$ cat src/rtl/dco_clock_generator_if.sv
`default_nettype none
// +------------------------------------------------------------------+
// | dco_clock_generator_if : control/handshake bundle of the DCO     |
// | Rev 1.0                                                          |
// +------------------------------------------------------------------+
interface dco_clock_generator_if #(
  parameter int WIDTH = 16
);
  logic             enable_i;
  logic [WIDTH-1:0] half_period_i;
  logic [WIDTH-1:0] phase_step_i;
  logic             phase_step_valid_i;
  logic             phase_step_ready_o;
  logic             generated_o;
  logic             rise_o;
  logic             running_o;

  modport master (
    output enable_i, half_period_i, phase_step_i, phase_step_valid_i,
    input  phase_step_ready_o, generated_o, rise_o, running_o
  );

  modport slave (
    input  enable_i, half_period_i, phase_step_i, phase_step_valid_i,
    output phase_step_ready_o, generated_o, rise_o, running_o
  );
endinterface
`default_nettype wire

$ cat src/rtl/dco_clock_generator.sv
`default_nettype none
// +------------------------------------------------------------------+
// | dco_clock_generator : counter-based DCO with one-shot phase steps |
// | Rev 1.0                                                          |
// +------------------------------------------------------------------+
module dco_clock_generator #(
  parameter int WIDTH = 16
) (
  input  wire logic              fpga_clk_i,
  input  wire logic              reset_i,
  dco_clock_generator_if.slave   bus
);
  typedef enum logic [1:0] {
    S_IDLE = 2'd0,
    S_HIGH = 2'd1,
    S_LOW  = 2'd2
  } state_t;

  state_t           r_state;
  logic [WIDTH-1:0] r_cnt;
  logic [WIDTH-1:0] r_period;
  logic [WIDTH-1:0] r_step;
  logic             r_pending;
  logic             r_ready;
  logic             r_gen;
  logic             r_rise;
  logic             r_running;

  logic [WIDTH-1:0] w_half_clamped;
  logic [WIDTH-1:0] w_base;
  logic [WIDTH+1:0] w_sum;
  logic [WIDTH-1:0] w_adj;
  logic [WIDTH-1:0] w_len;
  logic             w_accept;

  assign w_half_clamped = (bus.half_period_i == '0) ? WIDTH'(1) : bus.half_period_i;
  // Rising boundaries use the freshly sampled period, falling ones keep the stored one
  assign w_base   = (r_state == S_HIGH) ? r_period : w_half_clamped;
  assign w_sum    = {2'b00, w_base} + {{2{r_step[WIDTH-1]}}, r_step};
  assign w_len    = r_pending ? w_adj : w_base;
  assign w_accept = bus.phase_step_valid_i && r_ready && (r_state != S_IDLE);

  always_comb begin
    w_adj = w_sum[WIDTH-1:0];
    if (w_sum[WIDTH+1] || (w_sum == '0)) begin
      w_adj = WIDTH'(1);
    end else if (w_sum[WIDTH]) begin
      w_adj = '1;
    end
  end

  always_ff @(posedge fpga_clk_i or posedge reset_i) begin
    if (reset_i) begin
      r_state   <= S_IDLE;
      r_cnt     <= '0;
      r_period  <= '0;
      r_step    <= '0;
      r_pending <= 1'b0;
      r_ready   <= 1'b1;
      r_gen     <= 1'b0;
      r_rise    <= 1'b0;
      r_running <= 1'b0;
    end else begin
      r_rise <= 1'b0;
      if (w_accept) begin
        r_step    <= bus.phase_step_i;
        r_pending <= 1'b1;
        r_ready   <= 1'b0;
      end
      case (r_state)
        S_IDLE: begin
          r_pending <= 1'b0;
          r_ready   <= 1'b1;
          if (bus.enable_i) begin
            r_state   <= S_HIGH;
            r_period  <= w_half_clamped;
            r_cnt     <= w_half_clamped - WIDTH'(1);
            r_gen     <= 1'b1;
            r_rise    <= 1'b1;
            r_running <= 1'b1;
          end
        end
        S_HIGH: begin
          if (r_cnt == '0) begin
            r_state <= S_LOW;
            r_gen   <= 1'b0;
            r_cnt   <= w_len - WIDTH'(1);
            if (r_pending) begin
              r_pending <= 1'b0;
              r_ready   <= 1'b1;
            end
          end else begin
            r_cnt <= r_cnt - WIDTH'(1);
          end
        end
        S_LOW: begin
          if (r_cnt == '0) begin
            if (bus.enable_i) begin
              r_state  <= S_HIGH;
              r_period <= w_half_clamped;
              r_gen    <= 1'b1;
              r_rise   <= 1'b1;
              r_cnt    <= w_len - WIDTH'(1);
              if (r_pending) begin
                r_pending <= 1'b0;
                r_ready   <= 1'b1;
              end
            end else begin
              // Pending or just-offered steps die with the run
              r_state   <= S_IDLE;
              r_running <= 1'b0;
              r_pending <= 1'b0;
              r_ready   <= 1'b1;
            end
          end else begin
            r_cnt <= r_cnt - WIDTH'(1);
          end
        end
        default: begin
          r_state   <= S_IDLE;
          r_gen     <= 1'b0;
          r_running <= 1'b0;
          r_pending <= 1'b0;
          r_ready   <= 1'b1;
        end
      endcase
    end
  end

  assign bus.generated_o        = r_gen;
  assign bus.rise_o             = r_rise;
  assign bus.running_o          = r_running;
  assign bus.phase_step_ready_o = r_ready;
endmodule
`default_nettype wire

$ cat src/flat_wrapper.sv
// flat-port wrapper written by rule: the top's interface ports become plain ports
module dco_clock_generator_flat 
#(
  parameter int WIDTH = 16
)
  (fpga_clk_i, reset_i, bus_enable_i, bus_half_period_i, bus_phase_step_i, bus_phase_step_valid_i, bus_phase_step_ready_o, bus_generated_o, bus_rise_o, bus_running_o);
  dco_clock_generator_if #(.WIDTH(WIDTH)) bus_i ();
  input  wire logic fpga_clk_i;
  input  wire logic reset_i;
  input wire logic [$bits(bus_i.enable_i)-1:0] bus_enable_i;
  input wire logic [$bits(bus_i.half_period_i)-1:0] bus_half_period_i;
  input wire logic [$bits(bus_i.phase_step_i)-1:0] bus_phase_step_i;
  input wire logic [$bits(bus_i.phase_step_valid_i)-1:0] bus_phase_step_valid_i;
  output wire logic [$bits(bus_i.phase_step_ready_o)-1:0] bus_phase_step_ready_o;
  output wire logic [$bits(bus_i.generated_o)-1:0] bus_generated_o;
  output wire logic [$bits(bus_i.rise_o)-1:0] bus_rise_o;
  output wire logic [$bits(bus_i.running_o)-1:0] bus_running_o;
  assign bus_i.enable_i = bus_enable_i;
  assign bus_i.half_period_i = bus_half_period_i;
  assign bus_i.phase_step_i = bus_phase_step_i;
  assign bus_i.phase_step_valid_i = bus_phase_step_valid_i;
  assign bus_phase_step_ready_o = bus_i.phase_step_ready_o;
  assign bus_generated_o = bus_i.generated_o;
  assign bus_rise_o = bus_i.rise_o;
  assign bus_running_o = bus_i.running_o;
  dco_clock_generator #(.WIDTH(WIDTH)) u_core (.fpga_clk_i(fpga_clk_i), .reset_i(reset_i), .bus(bus_i));
endmodule
$ cat config.mk
export PLATFORM = sky130hd
export DESIGN_NAME = dco_clock_generator_flat
export DESIGN_NICKNAME = d
export VERILOG_FILES = /design/src/rtl/dco_clock_generator_if.sv /design/src/rtl/dco_clock_generator.sv /design/src/flat_wrapper.sv
export SDC_FILE = /design/constraint.sdc
export NUM_CORES = 1
export LEC_CHECK = 0
export ABC_AREA = 0
export CORE_AREA = 2 2 102 104
export DETAILED_ROUTE_END_ITERATION = 16
export DIE_AREA = 0 0 104 106
export PLACE_DENSITY = 0.69
export SLEW_MARGIN = 20
export SYNTH_ARGS = -nofsm -noshare
export SYNTH_HDL_FRONTEND = slang
export SYNTH_SLANG_ARGS = --single-unit
export TNS_END_PERCENT = 20
$ cat constraint.sdc
create_clock -name fpga_clk_i -period 12.4 [get_ports fpga_clk_i]
set_input_delay 1.86 -clock fpga_clk_i [delete_from_list [all_inputs] [get_ports fpga_clk_i]]
set_output_delay 1.86 -clock fpga_clk_i [all_outputs]
set_load 0.03 [all_outputs]
==> out/qor.yml <==
status: "finished clean"
timing.hold.ws_ps: 511.0
synth_cell_types: 81
dpl_cell_area_um2: 5231
ant_nets: 0
skew_ps: 13.95
period_share_pct: 55.99
ys_top_cells_by_count: "dfrtp_1, nand2_1, nor2_1, mux2_2, o21ai_0"
dp_hpwl_um: 9612
antenna_found_initial: 0
async_flop_share_pct: 100.0
grt_setup_unrepaired: "no"
nFillCells: 945
cp-end-kind: "flop"
hp-class: "flop to flop"
synth_seq_cells: 55
first_pass_iters: 6
vias_per_cell: 6.156
cts.hold.buffers_added: 0
netlist_instances: 537
layout.nets: 617
route.detailed.drc: 0
fp.coreArea_um2: 10000
synth_edf_count: 0
synth.avg_cell_area_um2: 8.945
critPathArrivalTime_ps: 7160
area_growth_pct: 10.81
clock_sinks: 55
initial_core_util_pct: 48.04
ys_seq_area_share_pct: 28.68
vias: 4260
yosys_most_used_dff: "dfrtp_1"
dieHeight_um: 106
grt_pass1_vias: 4023
wl_um: 12550
p_per_area_nw_per_um2: 303.7
seq_area_um2: 1378
setup_violations: 0
rrSetupSlack_ps: 6870
io_pins: 40
path_clk_slew_ps: 110
fin_tns_setup_ps: 0
path_class: "input pin to flop"
achievable-frequency_mhz: 144.0
clock_path_buffers: 2
clkLatencyLatePin_ps: 330
worst_slew_pin_slew_ps: 927.2
yosysTopAreaCell: "dfrtp_1"
ir_drop_v: 0.0001313
crit_fanout: 11
io_buffers: 39
grt_max_degree: 56
crit_required_ps: 12610
stdcell_area_um2: 5323
slew_headroom_pct: 37.77
rows: 37
slew_viol_final: 0
yosysMostFrequentCell: "dfrtp_1"
root_buffer: "clkbuf_8"
startpoint_type: "input pin"
gp_congestion: 0.9339
synth_area_leaders: "dfrtp_1, mux2_2, ha_1"
dieArea_um2: 11020
grt_pass1_wl_um: 20710
cts_setup_buffers: 0
htreeDepth: 2
die_x_um: 104
grt.overflow.total: 0
leakage_uw: 0.002160
cts_tree: "done"
syn_area_um2: 4803
numCtsBuffers: 5
maxCapViolCount: 0
wl_per_cell_um: 18.13
yosys.area.top_type_share_pct: 28.13
multi_input_area_um2: 3164
syn-num-nets: 599
hold_viol_final: 0
drtIter0Drc: 331
grt_usage_pct: 23.43
fin_crit_ps: 6942
cts_resized: 0
yosys_warnings: 0
n_antenna_cell: 0
drive_gt1_share_pct: 15.65
## final timing paths
kind | start | cells past startpoint | to
worst max register to register | u_core.r_state[1]$_DFFE_PP0P_ | 15 | u_core.r_cnt[15]$_DFFE_PP0P_
max in group asynchronous | reset_i | 3 | u_core.r_step[13]$_DFFE_PP0P_
worst min-delay path | u_core.r_period[5]$_DFFE_PP0P_ | 1 | u_core.r_period[5]$_DFFE_PP0P_
worst max-delay path | bus_half_period_i[13] | 17 | u_core.r_cnt[15]$_DFFE_PP0P_
worst min register to register | u_core.r_period[5]$_DFFE_PP0P_ | 1 | u_core.r_period[5]$_DFFE_PP0P_
min in group asynchronous | reset_i | 3 | u_core.r_cnt[8]$_DFFE_PP0P_
## cell type report
| class | instances | share of cell area [%] |
|---|---|---|
| Inverter | 29 | 2.045 |
| Tap cell | 136 | 3.197 |
| Clock inverter | 2 | 0.3056 |
| Clock buffer | 6 | 1.363 |
| Sequential cell | 55 | 25.88 |
| Multi-Input combinational cell | 422 | 59.45 |
| Timing Repair Buffer | 42 | 7.757 |
## placed cells by master (no fill, tap or decap), types with 6 or more instances in the layout
cell type / n
nor4_1: 9
mux2_2: 38
xor2_1: 8
o21ai_0: 34
nor2_1: 39
nand4_1: 8
clkdlybuf4s50_1: 39
o21ai_1: 7
a31oi_1: 9
xnor2_1: 9
nand2b_1: 10
o21a_1: 6
nor3_1: 6
o31a_1: 6
a21oi_1: 27
a21o_1: 7
ha_1: 24
nand2_1: 45
inv_1: 27
dfrtp_1: 54
nand3_1: 11
mux2i_1: 16
## worst max-delay path: stages
cell and delay (ps):
clkdlybuf4s50_1 490, nor4_1 670, a41o_1 320, mux2_2 190, ha_1 190, inv_1 60
fa_1 400, nand2b_1 190, a21oi_2 200, o21ai_1 150, a211oi_2 720, a31oi_1 290
a22oi_4 320, and4_4 280, nor4b_4 460, and4_1 300, o31ai_2 70
## metal layers
layer  track usage (%)  share of wire [%]  up-vias
li1                  -                  -     2026
met1             31.70                 46     2055
met2             38.02                 46      150
met3             3.985                5.5       29
met4             8.108                2.7        0
met5                 0                  0        -
## registers in the layout, summed over array words and instances (netlist names), 2 cells and up
register and count:
u_core.r_cnt 16, u_core.r_step 16, u_core.r_state 2, u_core.r_period 16
## power breakdown
part           leakage, uW  internal (uW)  switching [uW]
clock            0.0000418           40.8            65.9
sequential        0.000647            272            61.9
combinational      0.00147            469             707
## per-stage QoR
step | total power, uW | setup WS, ps | utilization, % | std cells
4_1_cts | 1608 | 5572 | 53.20 | 692
6_report | 1617 | 5458 | 53.23 | 692
2_1_floorplan | 1256 | 6685 | - | 537
3_5_place_dp | 1495 | 5228 | 52.31 | 684
3_3_place_gp | 1474 | 5503 | 52.31 | 684
5_1_grt | 1754 | 5178 | 53.23 | 692
## cells by family (layout without fill, tap and decap cells)
group | count (synthesis) | after routing | synth area share, %
simple gates | 168 | 168 | 19.15
compound gates | 157 | 157 | 24.41
buf+inv | 60 | 79 | 5.496
flops | 55 | 55 | 28.68
mux | 54 | 54 | 12.24
fa+ha+maj | 26 | 26 | 6.929
xor+xnor | 17 | 17 | 3.100
(Power assumes the default switching activity.)
